**src/rtl/nibble_serial_addsub_pkg.sv**
```systemverilog
// Shared definitions for the nibble-serial add/sub block.
//   NIBBLE   : width of the arithmetic slice driven each cycle
//   ADD/SUB  : values of the mode bit m
//   state_e  : controller state encoding (IDLE, RUN, DONE)
package nibble_serial_addsub_pkg;

  localparam int   NIBBLE = 4;

  localparam logic ADD = 1'b0;
  localparam logic SUB = 1'b1;

  typedef enum logic [1:0] {
    IDLE = 2'd0,
    RUN  = 2'd1,
    DONE = 2'd2
  } state_e;

endpackage

```
**src/rtl/nibble_serial_addsub_slice.sv**
```systemverilog
// 4-bit two's-complement add/sub slice and its 1-bit full adder.
// addsub_slice_4bit ports:
//   a4, b4 : nibble operands
//   m      : 0 = add, 1 = subtract (b4 is inverted; the +1 arrives via cin)
//   cin    : carry in, supplied by the caller's carry register
//   s4     : nibble sum
//   cout   : carry out of the top bit
// Purely combinational; no carry-in override or sign correction inside.

module full_adder_1bit (
  input  logic a,
  input  logic b,
  input  logic cin,
  output logic s,
  output logic cout
);
  assign s    = a ^ b ^ cin;
  assign cout = (a & b) | (cin & (a ^ b));
endmodule

module addsub_slice_4bit
  import nibble_serial_addsub_pkg::*;
(
  input  logic [NIBBLE-1:0] a4,
  input  logic [NIBBLE-1:0] b4,
  input  logic              m,
  input  logic              cin,
  output logic [NIBBLE-1:0] s4,
  output logic              cout
);
  logic [NIBBLE-1:0] bx;
  logic [NIBBLE:0]   c;

  assign bx   = b4 ^ {NIBBLE{m}};
  assign c[0] = cin;

  for (genvar i = 0; i < NIBBLE; i++) begin : g_fa
    full_adder_1bit u_fa (
      .a    (a4[i]),
      .b    (bx[i]),
      .cin  (c[i]),
      .s    (s4[i]),
      .cout (c[i+1])
    );
  end

  assign cout = c[NIBBLE];
endmodule

```
**src/rtl/nibble_serial_addsub.sv**
```systemverilog
// Multi-cycle WIDTH-bit two's-complement adder/subtractor. Operands are
// captured on an accepted start, then one nibble per clock (LSB first) is
// pushed through a single 4-bit add/sub slice, with the carry held in a
// register between nibbles.
// Ports:
//   clk, rst : clock (rising edge), asynchronous active-high reset
//   start    : request, sampled only in IDLE
//   m        : 0 = add, 1 = subtract (a - b)
//   a, b     : operands, captured on accepted start
//   busy     : high in RUN and DONE
//   done     : one-cycle pulse; result/cout/ovf valid
//   result   : two's-complement sum/difference (mod 2^WIDTH)
//   cout     : final carry (subtract: 1 = no borrow)
//   ovf      : signed overflow of the full-width operation
// WIDTH must be a multiple of 4 and at least 4.

module nibble_serial_addsub
  import nibble_serial_addsub_pkg::*;
#(
  parameter int WIDTH = 16
) (
  input  logic             clk,
  input  logic             rst,
  input  logic             start,
  input  logic             m,
  input  logic [WIDTH-1:0] a,
  input  logic [WIDTH-1:0] b,
  output logic             busy,
  output logic             done,
  output logic [WIDTH-1:0] result,
  output logic             cout,
  output logic             ovf
);
  localparam int NNIB  = WIDTH / NIBBLE;
  localparam int IDX_W = (NNIB > 1) ? $clog2(NNIB) : 1;
  localparam logic [IDX_W-1:0] LAST = IDX_W'(NNIB - 1);

  state_e            state;
  logic [IDX_W-1:0]  idx;
  logic              carry;
  logic [WIDTH-1:0]  a_q, b_q;
  logic              m_q;

  logic [NIBBLE-1:0] a_nib, b_nib, s_nib;
  logic              c_nib;
  logic              ovf_nxt;

  assign a_nib = a_q[idx*NIBBLE +: NIBBLE];
  assign b_nib = b_q[idx*NIBBLE +: NIBBLE];

  addsub_slice_4bit u_slice (
    .a4   (a_nib),
    .b4   (b_nib),
    .m    (m_q),
    .cin  (carry),
    .s4   (s_nib),
    .cout (c_nib)
  );

  // The top nibble's sum bit is the result MSB being written this cycle,
  // so overflow is taken from the slice output rather than from result.
  assign ovf_nxt = (a_q[WIDTH-1] == (b_q[WIDTH-1] ^ m_q)) &&
                   (s_nib[NIBBLE-1] != a_q[WIDTH-1]);

  always_ff @(posedge clk or posedge rst) begin
    if (rst) begin
      state  <= IDLE;
      idx    <= '0;
      carry  <= 1'b0;
      a_q    <= '0;
      b_q    <= '0;
      m_q    <= 1'b0;
      busy   <= 1'b0;
      done   <= 1'b0;
      result <= '0;
      cout   <= 1'b0;
      ovf    <= 1'b0;
    end else begin
      case (state)
        IDLE: begin
          if (start) begin
            a_q   <= a;
            b_q   <= b;
            m_q   <= m;
            carry <= (m == SUB);  // subtract injects the +1 of ~b + 1
            idx   <= '0;
            busy  <= 1'b1;
            state <= RUN;
          end
        end
        RUN: begin
          result[idx*NIBBLE +: NIBBLE] <= s_nib;
          carry <= c_nib;
          if (idx == LAST) begin
            cout  <= c_nib;
            ovf   <= ovf_nxt;
            done  <= 1'b1;
            state <= DONE;
          end else begin
            idx <= idx + 1'b1;
          end
        end
        DONE: begin
          done  <= 1'b0;
          busy  <= 1'b0;
          state <= IDLE;
        end
        default: state <= IDLE;
      endcase
    end
  end

endmodule

```
**config.mk**
```make
export PLATFORM = sky130hd
export DESIGN_NAME = nibble_serial_addsub
export DESIGN_NICKNAME = d
export VERILOG_FILES = /design/src/rtl/nibble_serial_addsub_pkg.sv /design/src/rtl/nibble_serial_addsub_slice.sv /design/src/rtl/nibble_serial_addsub.sv
export SDC_FILE = /design/constraint.sdc
export NUM_CORES = 1
export LEC_CHECK = 0
export CAP_MARGIN = 20
export CELL_PAD_IN_SITES_DETAIL_PLACEMENT = 1
export CELL_PAD_IN_SITES_GLOBAL_PLACEMENT = 1
export CORE_ASPECT_RATIO = 2
export CORE_MARGIN = 5
export CORE_UTILIZATION = 50
export DETAILED_ROUTE_END_ITERATION = 8
export DONT_BUFFER_PORTS = 1
export PLACE_DENSITY_LB_ADDON = 0.1
export SLEW_MARGIN = 20
export SYNTH_ARGS = -nofsm -noshare
export SYNTH_HDL_FRONTEND = slang
export SYNTH_SLANG_ARGS = --single-unit
```
**constraint.sdc**
```tcl
create_clock -name clk -period 5 [get_ports clk]
set_clock_uncertainty 0.15 [all_clocks]
set_input_delay 0.75 -clock clk [delete_from_list [all_inputs] [get_ports clk]]
set_output_delay 0.75 -clock clk [all_outputs]
set_load 0.01 [all_outputs]
```
==> parameters.txt <==
Parameter                              Value

Worst setup path
  Critical path depth ... 9
  Worst-path maximum fanout ... 18
  Data arrival time of the critical path ... 3.98 ns
  Most common cell type on the critical path ... sky130_fd_sc_hd__fa_1
  Reg-to-reg startpoint ... idx[0]
  R2R Path End ... ovf
  Type of destination of the critical path ... register
  Number of buffer and inverter instances along the worst setup path ... 1
  Critical-path top delay cell ... sky130_fd_sc_hd__fa_1
  WP data required ... 5.11 ns
  Cells along the critical path ... buf_4 > mux4_2 > xnor2_1 > fa_1 > fa_1 > fa_1 > fa_1 > or3_1 > a31oi_1
  Crit path launch type ... register
  Kind of cell adding the most delay to the critical path ... adder cells
  Source of the critical timing path ... idx[0]
  Critical path endpoint ... ovf
  Setup slack, reg-to-reg ... 1.13 ns
  R2r worst-path depth ... 9
  Crit path largest cell delay ... 0.59 ns
  Startpoint-to-endpoint class of the critical path ... register to register

Placement
  Post-DP HPWL ... 4.40 mm
  Count of input and output buffers ... 0
  Routability congestion estimate from global placement ... 0.852

CTS
  Clock root cell ... sky130_fd_sc_hd__clkbuf_8
  Worst-skew pair later-pin latency ... 0.34 ns
  Count of hold-fix buffers inserted at cts ... 0
  Number of buffers inserted during clock tree synthesis ... 9
  Cts repair resizes ... 0
  Clock sink total ... 58
  Clock tree from TritonCTS ... yes
  Setup bufs post-CTS ... 0
  CTS Buffer Depth ... 2
  Clock transition at path regs ... 0.06 ns
  CTS H-tree depth ... 3

STA
  Post-route minimum period ... 3.87 ns
  Final number of max-transition violations ... 0
  Transition time at the pin with the least slew margin ... 0.715 ns
  Final hold violation count ... 0
  Total setup violations reported at the end of the flow ... 0
  Slew Limit Headroom ... 52.3%
  Period utilisation layout ... 77.4%
  Total negative slack for setup checks ... 0 ns
  Setup repair after global routing missed its margin ... false
  Max Fclk ... 258 MHz

Run
  Max-cap violations ... 0

Synthesis
  Share of synthesized area occupied by flip-flops and latches ... 53.1%
  Area of the mapped netlist ... 0.00274 mm^2
  Synth Net Count ... 246
  Number of different library cells in the post-synthesis netlist ... 32
  Post-synthesis register bit count ... 58
  Yosys synthesis warning count ... 0
  Average instance area after synthesis ... 13.7 um^2
  Cell count after synthesis ... 200

Final layout
  Share of layout cells above drive strength 1 ... 33.3%
  Net total in the final layout ... 251
  Final core area utilization ... 55.0%
  N_diodes ... 0
  Layout overhead on the synthesized area ... 8.01%

Drt
  Count of TritonRoute iterations in the first routing pass ... 4
  Via/cell ratio ... 5.93
  Initial detailed-routing violation count ... 109
  DR DRC count ... 0
  Wire length after detailed routing ... 5.84 mm
  Vias ... 1,601
  Routed length per placed instance ... 21.6 um
  Post-route antenna net violation count ... 0

Global routing
  Top Usage Layer GRT ... met2
  Met3 usage in global routing ... 5.70%
  Overall global routing resource usage ... 18.0%
  Number of global-route vias before repair ... 1,888
  Global-route wire length before repair ... 9.81 mm
  Maximum number of pins on one net before global-route repair ... 59
  Gr ovfl total ... 0
  Antenna violations before repair ... 0
  Met1 Use GR ... 18.0%
  Met2 demand-to-capacity share in global routing ... 32.6%

Run status
  Run status ... finished, final reports clean

Die
  Core area ... 0.00537 mm^2
  Number of top-level pins ... 56
  Effective utilization at floorplan ... 50.9%
  Area of the die ... 0.00714 mm^2
  Die Wd ... 62.3 um
  Number of standard-cell rows in the floorplan ... 38
  Die Span Y ... 115 um

Power
  Peak supply drop ... 0.587 mV
  Total leakage power ... 1.28 nW
  Power density over cell area ... 846 mW/mm^2

Hold path
  Startpoint of the most critical hold path ... a_q[8]
  Worst min-delay path category ... register to register
routing by layer:
metal / part of all wire, % / vias to the layer above / wire length [um]
met4: 2.3 / 0 / 134
li1: - / 734 / -
met3: 4.9 / 11 / 285
met1: 35 / 814 / 2040
met5: 0 / - / 0
met2: 58 / 42 / 3380
how the worst min path moves through the flow:
stage | to | slack (ns) | depth (start not counted)
after floorplan | a_q[10] | 0.33 | 1
after global placement | b_q[10] | 0.34 | 1
after detailed placement | a_q[8] | 0.34 | 1
after CTS | a_q[12] | 0.36 | 2
after global routing | a_q[5] | 0.37 | 1
final | a_q[8] | 0.35 | 1
cell usage after synthesis:
cell type,n,area share [%]
sky130_fd_sc_hd__dfrtp_1,58,53
sky130_fd_sc_hd__mux2_2,33,14
sky130_fd_sc_hd__nand2_1,22,3.0
sky130_fd_sc_hd__o41ai_1,12,3.8
sky130_fd_sc_hd__inv_1,10,1.4
sky130_fd_sc_hd__mux4_2,8,6.6
sky130_fd_sc_hd__ha_1,6,2.7
sky130_fd_sc_hd__a21oi_1,5,0.91
sky130_fd_sc_hd__buf_2,4,0.73
sky130_fd_sc_hd__fa_1,4,2.9
sky130_fd_sc_hd__o21ai_0,4,0.73
sky130_fd_sc_hd__o21ai_2,4,1.3
sky130_fd_sc_hd__xnor2_1,4,1.3
sky130_fd_sc_hd__buf_6,3,1.2
sky130_fd_sc_hd__nand3b_2,3,1.2
sky130_fd_sc_hd__a2bb2oi_1,2,0.64
sky130_fd_sc_hd__clkbuf_1,2,0.27
sky130_fd_sc_hd__nand2b_1,2,0.46
sky130_fd_sc_hd__a22oi_1,1,0.27
sky130_fd_sc_hd__a31oi_1,1,0.23
sky130_fd_sc_hd__buf_4,1,0.27
sky130_fd_sc_hd__nand3_1,1,0.18
sky130_fd_sc_hd__nand3b_1,1,0.27
sky130_fd_sc_hd__nand3b_4,1,0.73
sky130_fd_sc_hd__nor2_1,1,0.14
sky130_fd_sc_hd__nor2_2,1,0.23
sky130_fd_sc_hd__nor2b_1,1,0.23
sky130_fd_sc_hd__nor3_1,1,0.18
sky130_fd_sc_hd__o21bai_1,1,0.27
sky130_fd_sc_hd__or3_1,1,0.23
sky130_fd_sc_hd__or4b_4,1,0.50
sky130_fd_sc_hd__xor2_1,1,0.32
layout make-up:
type | instances | area [um^2]
Clock buffer | 14 | 173
Tap cell | 60 | 75.1
Sequential cell | 58 | 1450
Timing Repair Buffer | 4 | 30.0
Multi-Input combinational cell | 122 | 1180
Inverter | 10 | 37.5
Fill cell | 548 | 2420
Clock inverter | 2 | 10.0
cell usage in the layout, fill, tap and decap left out, types with 3 or more instances in the layout:
cell type,count
sky130_fd_sc_hd__clkbuf_8,12
sky130_fd_sc_hd__buf_4,4
sky130_fd_sc_hd__ha_1,6
sky130_fd_sc_hd__o21ai_2,4
sky130_fd_sc_hd__nand3b_2,3
sky130_fd_sc_hd__o21ai_0,4
sky130_fd_sc_hd__nand2_1,22
sky130_fd_sc_hd__fa_1,4
sky130_fd_sc_hd__o41ai_1,12
sky130_fd_sc_hd__dfrtp_1,58
sky130_fd_sc_hd__xnor2_1,4
sky130_fd_sc_hd__inv_1,9
sky130_fd_sc_hd__mux2_2,33
sky130_fd_sc_hd__mux4_2,8
sky130_fd_sc_hd__a21oi_1,5
stage by stage:
step / instances / instance area, um^2 / hold WS, ns / total power, mW / worst slack, ns
finish: 270 / 2950 / 0.355 / 2.50 / 1.13
global route: 270 / 2950 / 0.374 / 2.69 / 1.01
CTS: 270 / 2950 / 0.357 / 2.55 / 1.12
detailed placement: 254 / 2770 / 0.343 / 2.14 / 1.13
global placement: 254 / 2770 / 0.338 / 2.06 / 1.22
floorplan: 200 / 2740 / 0.325 / 1.78 / 1.38
where the power goes:
| part | internal (mW) | switching, mW | leakage (nW) |
|---|---|---|---|
| Sequential | 0.680 | 0.178 | 0.712 |
| Combinational | 0.559 | 0.694 | 0.472 |
| Clock | 0.219 | 0.170 | 0.0965 |
| Total | 1.46 | 1.04 | 1.28 |
logic make-up (layout without fill, tap and decap cells):
kind of cell | after synthesis | after routing | synth area share, %
simple gates | 36 | 36 | 7.41
compound gates | 30 | 30 | 8.19
fa+ha+maj | 10 | 10 | 5.67
buf+inv | 20 | 30 | 3.89
xor+xnor | 5 | 5 | 1.60
mux | 41 | 41 | 20.2
flops | 58 | 58 | 53.1
state kept, by name (all words and copies together), names as in the netlist:
signal and cells:
a_q 16, b_q 16, result 16, idx 2, state 2, busy 1, carry 1, cout 1
done 1, m_q 1, ovf 1
No activity file was read; power rests on OpenSTA's default activity.
